### config.mk
export PLATFORM = sky130hd
export DESIGN_NAME = xm_latch_elastic
export DESIGN_NICKNAME = d
export VERILOG_FILES = /design/src/rtl/xm_latch_elastic.sv
export SDC_FILE = /design/constraint.sdc
export NUM_CORES = 1
export LEC_CHECK = 0
export CAP_MARGIN = 20
export CORE_MARGIN = 4
export CORE_UTILIZATION = 25
export CTS_BUF_LIST = sky130_fd_sc_hd__clkbuf_16
export CTS_CLUSTER_SIZE = 10
export DETAILED_ROUTE_END_ITERATION = 10
export HOLD_SLACK_MARGIN = 0.06
export PLACE_DENSITY_LB_ADDON = 0.1
export SLEW_MARGIN = 5
export SYNTH_ARGS = -nofsm -noshare
export SYNTH_HDL_FRONTEND = slang
export SYNTH_SLANG_ARGS = --single-unit
### constraint.sdc
create_clock -name clock -period 3.2 [get_ports clock]
set_input_delay 0.64 -clock clock [delete_from_list [all_inputs] [get_ports clock]]
set_output_delay 0.64 -clock clock [all_outputs]
set_load 0.1 [all_outputs]
### src/rtl/xm_latch_elastic.sv
// ---------------------------------------------------------------------------
// xm_latch_elastic
// Elastic execute->memory pipeline latch. Carries ALU result, store data,
// destination register and a control vector (bit0 wMem, bit1 wReg, bit2 lw)
// over a valid/ready handshake.
//   SKID=1 : head register M plus skid register S; inReady is registered
//            (~sV), so there is no path from outReady to inReady.
//   SKID=0 : single head register; inReady = ~mV | outReady.
// flush kills every held entry at the next edge; a same-cycle input is
// dropped, and a same-cycle pop still counts as delivered.
//
// Ports
//   clock, reset          rising-edge clock, async active-low reset
//   inValid/inReady       upstream handshake
//   oIn, dIn, rdIn, ctrlIn  incoming payload
//   flush                 synchronous kill of all entries
//   outValid/outReady     downstream handshake
//   oOut, dOut            head payload (hold last value when empty)
//   rdOut, ctrlOut        head payload, forced to 0 when outValid=0
//   count                 number of held entries
//
// State table (state = {mV,sV})
//   state | meaning
//   EMPTY | nothing held, inReady=1
//   ONE   | head M valid, inReady=1
//   FULL  | M and skid S valid, inReady=0 (SKID=1 only)
// ---------------------------------------------------------------------------
module xm_latch_elastic #(
   parameter int DATA_W = 32,
   parameter int RD_W   = 5,
   parameter int CTRL_W = 3,
   parameter int SKID   = 1
) (
   input  logic              clock,
   input  logic              reset,
   input  logic              inValid,
   output logic              inReady,
   input  logic [DATA_W-1:0] oIn,
   input  logic [DATA_W-1:0] dIn,
   input  logic [RD_W-1:0]   rdIn,
   input  logic [CTRL_W-1:0] ctrlIn,
   input  logic              flush,
   output logic              outValid,
   input  logic              outReady,
   output logic [DATA_W-1:0] oOut,
   output logic [DATA_W-1:0] dOut,
   output logic [RD_W-1:0]   rdOut,
   output logic [CTRL_W-1:0] ctrlOut,
   output logic [1:0]        count
);

   typedef enum logic [1:0] {
      EMPTY = 2'b00,
      ONE   = 2'b10,
      FULL  = 2'b11
   } stateT;

   stateT             stateQ, stateNxt;
   logic              mV, sV;
   logic              accept, pop;
   logic              loadMIn, loadMS, loadS;

   logic [DATA_W-1:0] mO, mD, sO, sD;
   logic [RD_W-1:0]   mRd, sRd;
   logic [CTRL_W-1:0] mCtrl, sCtrl;

   assign mV = stateQ[1];
   assign sV = stateQ[0];

   assign inReady  = (SKID != 0) ? ~sV : (~mV | outReady);
   assign outValid = mV;
   assign accept   = inValid & inReady;
   assign pop      = mV & outReady;

   always_comb begin
      stateNxt = stateQ;
      loadMIn  = 1'b0;
      loadMS   = 1'b0;
      loadS    = 1'b0;
      case (stateQ)
         EMPTY: begin
            if (accept) begin
               loadMIn  = 1'b1;
               stateNxt = ONE;
            end
         end
         ONE: begin
            if (accept && (pop || SKID == 0)) begin
               // head leaves (or single-entry overwrite on pop): refill M
               loadMIn  = 1'b1;
            end else if (accept) begin
               loadS    = 1'b1;
               stateNxt = FULL;
            end else if (pop) begin
               stateNxt = EMPTY;
            end
         end
         FULL: begin
            if (pop) begin
               loadMS   = 1'b1;
               stateNxt = ONE;
            end
         end
         default: stateNxt = EMPTY;
      endcase
      if (flush) begin
         stateNxt = EMPTY;
      end
   end

   always_ff @(posedge clock or negedge reset) begin
      if (!reset) begin
         stateQ <= EMPTY;
         mO     <= '0;
         mD     <= '0;
         mRd    <= '0;
         mCtrl  <= '0;
         sO     <= '0;
         sD     <= '0;
         sRd    <= '0;
         sCtrl  <= '0;
      end else begin
         stateQ <= stateNxt;
         if (flush) begin
            // data fields may keep stale values; rd/ctrl must not
            mRd   <= '0;
            mCtrl <= '0;
            sRd   <= '0;
            sCtrl <= '0;
         end else begin
            if (loadMIn) begin
               mO    <= oIn;
               mD    <= dIn;
               mRd   <= rdIn;
               mCtrl <= ctrlIn;
            end else if (loadMS) begin
               mO    <= sO;
               mD    <= sD;
               mRd   <= sRd;
               mCtrl <= sCtrl;
            end
            if (loadS) begin
               sO    <= oIn;
               sD    <= dIn;
               sRd   <= rdIn;
               sCtrl <= ctrlIn;
            end
         end
      end
   end

   assign oOut    = mO;
   assign dOut    = mD;
   // hazard logic must never see a stale wReg/rd from an empty latch
   assign rdOut   = mV ? mRd   : '0;
   assign ctrlOut = mV ? mCtrl : '0;
   assign count   = {1'b0, mV} + {1'b0, sV};

endmodule

## Yosys cells after proc, flatten, opt, wreduce, memory -nomap -nowiden

Index checks and enable logic that the tools add are counted.

| word-level totals | value |
|---|---|
| output and inout bits | 76 |
| input bits | 77 |
| logic and storage cells | 58 |
| bits in registers | 146 |

| cells by class | value |
|---|---|
| bitwise operators | 4 |
| $add $sub $neg | 1 |
| reductions and logical operators | 8 |
| eq/ne operators | 6 |
| muxes and demuxes | 30 |

Operators with widths:

| operator | count |
|---|---|
| $mux 32 | 4 |
| $mux 5 | 6 |
| $mux 3 | 6 |
| $mux 2 | 6 |
| $ne 3x3->1 const B | 3 |
| $mux 1 | 6 |
| $pmux 2 s3 | 1 |
| $eq 2x2->1 const B | 2 |
| $ne 4x4->1 const B | 1 |
| $reduce_and 2->1 | 2 |
| $reduce_and 4->1 | 1 |
| $reduce_bool 2->1 | 2 |
| $reduce_bool 3->1 | 1 |
| $add 1x1->2 | 1 |
| $and 1x1->1 | 2 |
| $logic_not 2->1 | 1 |
| $not 1->1 | 2 |
| $pmux 1 s2 | 1 |
| $logic_and 1x1->1 | 1 |

## Longest topological paths before layout

| logic depth | value |
|---|---|
| word-level depth | 7 |
| depth in mapped cells | 9 |

## Worst setup path before layout

Ideal clock, no wire load.

| timing path | value |
|---|---|
| kind | register -> register |
| from | reg stateQ[1] |
| to | reg mD[0], in the netlist dOut[0] |
| setup slack | -0.182 ns |
| path buffers | 3 |
| cell stages (with the launch flop) | 8 |
| required time | 3.076 ns |
| period minus slack after synthesis | 3.382 ns |
| arrival time | 3.258 ns |
| cell sequence | dfrtp_1 > ha_1 > nand3_2 > buf_6 > or3_1 > buf_6 > buf_8 > o221a_1 |

| on the way | value |
|---|---|
| cells in the longest elaborated chain, start to end | 6 |
| elaborated cells between the ends (all ways) | 12 |
| classes of those cells | 2 x eq/ne; 5 x mux; 1 x bitwise; 4 x reduce/logical |

RTL lines:

| what | line | RTL |
|---|---|---|
| from (decl) | 58 | `stateT stateQ, stateNxt;` |
| from (signal assigned) | 123 | `stateQ <= stateNxt;` |
| $and 1x1->1 | 73 | `assign pop = mV & outReady;` |
| $logic_and 1x1->1 | 88 | `if (accept && (pop \|\| SKID == 0)) begin` |
| $mux 1 | 88 |  |
| $pmux 1 s2 | 80 | `case (stateQ)` |
| $reduce_bool 2->1 (no source line) | -- |  |
| $reduce_and 2->1 (no source line) | -- |  |
| to (signal assigned) | 133 | `mD <= dIn;` |
| to (decl) | 63 | `logic [DATA_W-1:0] mO, mD, sO, sD;` |

Several ways; a longest one is shown, not always the timed one.
A chain may end at the register's enable or synchronous reset.

## Worst setup path in the final report

| timing path | value |
|---|---|
| from | reg stateQ[1] |
| to | reg mD[2], in the netlist dOut[2] |

Same word-level chain as after synthesis.

==> results.toml <==
[finish]
fin_util = 0.343
diodes = 0
drive_gt1_frac = 0.288
area.growth.synth_to_final_pct = 33.6
nets = 680

[floorplanning]
io-pin-count = 153
core_sq_um = 25400
fp-row-count = 58
die_x_um = 169
die_h_um = 169
die-area_sq_um = 28700
start_util = 0.257

[place]
place_hpwl_mm = 11.5
gp_congestion = 0.675
port_buffers = 152

[setup_path]
r2r_slack_ns = 0.90
crit_fanout = 64
worst_setup_path_end_kind = "flip-flop"
reg2regPathDepth = 7
r2r_end = "dOut[2]"
crit_type = "flip-flop to flip-flop"
cp-start-kind = "flip-flop"
required_ns = 3.50
r2r_start = "stateQ[1]"
critPathArrivalTime_ns = 2.59

[sta]
layout_worst_path_cycle_share = 0.718
fin_skew_ns = 0.00906
fmax_ghz = 0.435
setup_viol_count_final = 0
worst_pin_slew_ns = 0.831
relSlewSlack = 0.446
rsz0062_at_grt = "false"
fin_hold_ws_ns = 0.143
slew_viol_final = 0
final_hold_viol_count = 0
setup_tns_ns = 0
finalCriticalPeriod_ns = 2.30

[detailed_routing]
routedWlPerCell_um = 19.7
drt_pass1_iterations = 4
post-route-drc-count = 0
wirelength_mm = 18.6
postRouteAntennaNets = 0
vias = 4473
via_per_inst = 4.75
drt_iter0_drc = 178

[cts]
cts.sinks = 146
cts_max_level = 4
cts_resized = 0
cts_max_path_buffers = 2
clk_latency_ns = 0.42
cts_setup_buffers = 0
ctsHoldBuffers = 0
numCtsBuffers = 17
clk_pin_slew_ns = 0.06
cts_tree = "yes"
clock-root-buffer = "clkbuf_16"

[yosys]
synth_fp_nets = 534
ys_ff_latch = 146
synth_area_leaders = "dfrtp_1 (56%), mux2_4 (11%), o221a_1 (11%)"
syn_inst = 453
syn_area_sq_um = 6520
synth.most_common_cell = "dfrtp_1"
ys_types = 32
synthArstFlopShare = 1.00
synth_top_area_frac = 0.560
synthFlopType = "dfrtp_1"
yosys.area.top_type = "dfrtp_1"
synth_edf_count = 0
yosysWarnings = 0
seq_area_frac_synth = 0.560
syn_avg_cell_area_sq_um = 14.4
synthTopCellsByCount = "dfrtp_1 (146), or3_1 (65), o221a_1 (64), mux2_4 (49), nor2_1 (18)"

[status]
status = "finished clean"

[grt]
overflow = 0
grt_max_degree = 77
grt_pass1_wl_mm = 29.4
grt_usage = 0.130
grt_pass1_vias = 5051
antenna_found_initial = 1

[hold_path]
hold_class = "primary input to asynchronous set/reset pin"

[flow_run]
cap_violations = 0
-- per-layer routing --
layer,track usage,vias to the layer above,share of wire
li1,-,2011,-
met1,0.174,2329,0.46
met2,0.203,116,0.46
met3,0.0408,15,0.063
met4,0.0361,2,0.012
met5,0,-,0.00065
-- how the worst max path moves through the flow --
stage                         start        to  slack (ns)  cells past startpoint
final                     stateQ[1]   dOut[2]        0.90                      7
after global routing      stateQ[1]   dOut[2]        0.73                      7
after CTS                 stateQ[1]  dOut[18]        0.86                      7
after detailed placement   outReady  dOut[24]        0.51                      5
after global placement     outReady   oOut[3]        0.53                      5
after floorplan           stateQ[1]   dOut[0]         0.1                      7
-- layout make-up --
class,instances,area [sq um]
clock buffers,17,425
multi-input cells,266,2600
flip-flops and latches,146,3650
clock inverters,15,141
fillers,2524,16700
repair buffers,166,1470
inverters,2,7.51
well taps,330,413
-- per-stage QoR --
| stage | worst slack [ns] | cells | instance area, sq um |
|---|---|---|---|
| final | 0.902 | 942 | 8710 |
| after CTS | 0.860 | 942 | 8710 |
| after floorplan | 0.0953 | 453 | 6520 |
| after detailed placement | 0.506 | 910 | 8140 |
| after global placement | 0.533 | 910 | 8140 |
| after global routing | 0.730 | 942 | 8710 |
-- critical path: stages, from the launching register on --
cell	delay, ns
dfrtp_1	0.47
inv_1	0.10
ha_1	0.29
nor2_1	0.12
nor2_1	0.04
or3_2	0.40
buf_4	0.39
o221a_1	0.34
-- cells by family (layout without fill, tap and decap cells) --
| group | count (synthesis) | count (layout) | share of synthesized area |
|---|---|---|---|
| adders and majority gates | 4 | 4 | 0.00768 |
| DFF | 146 | 146 | 0.560 |
| AOI/OAI and AO/OA | 79 | 79 | 0.131 |
| muxes | 81 | 81 | 0.165 |
| and+or+nand+nor | 101 | 101 | 0.0900 |
| xor gates and xnor gates | 1 | 1 | 0.00134 |
| buffers and inverters | 41 | 200 | 0.0447 |
-- flip-flops by register name, summed over array words and instances, names as in the netlist --
register and count:
dOut 32, stateQ 2, oOut 32, sRd 5, mCtrl 3, sO 32
sCtrl 3, sD 32, mRd 5
-- layout by cell type, fill, tap and decap left out, types with 2 or more instances in the layout --
master and n:
dfrtp_1 146, buf_4 87, clkdlybuf4s50_1 74, or3_1 64
o221a_1 64, mux2_4 49, nor2_1 18, mux2i_1 17
clkbuf_16 17, mux2_1 15, and2_1 8, a211oi_1 8
inv_1 4, clkinvlp_4 4, ha_1 3, buf_12 3
nand2_1 2, nand2b_1 2, clkinv_1 2, clkinv_2 2
bufinv_16 2, inv_6 2
Power is not shown: default switching activity piles up to over one toggle a cycle in this logic, so the estimate is an artifact.
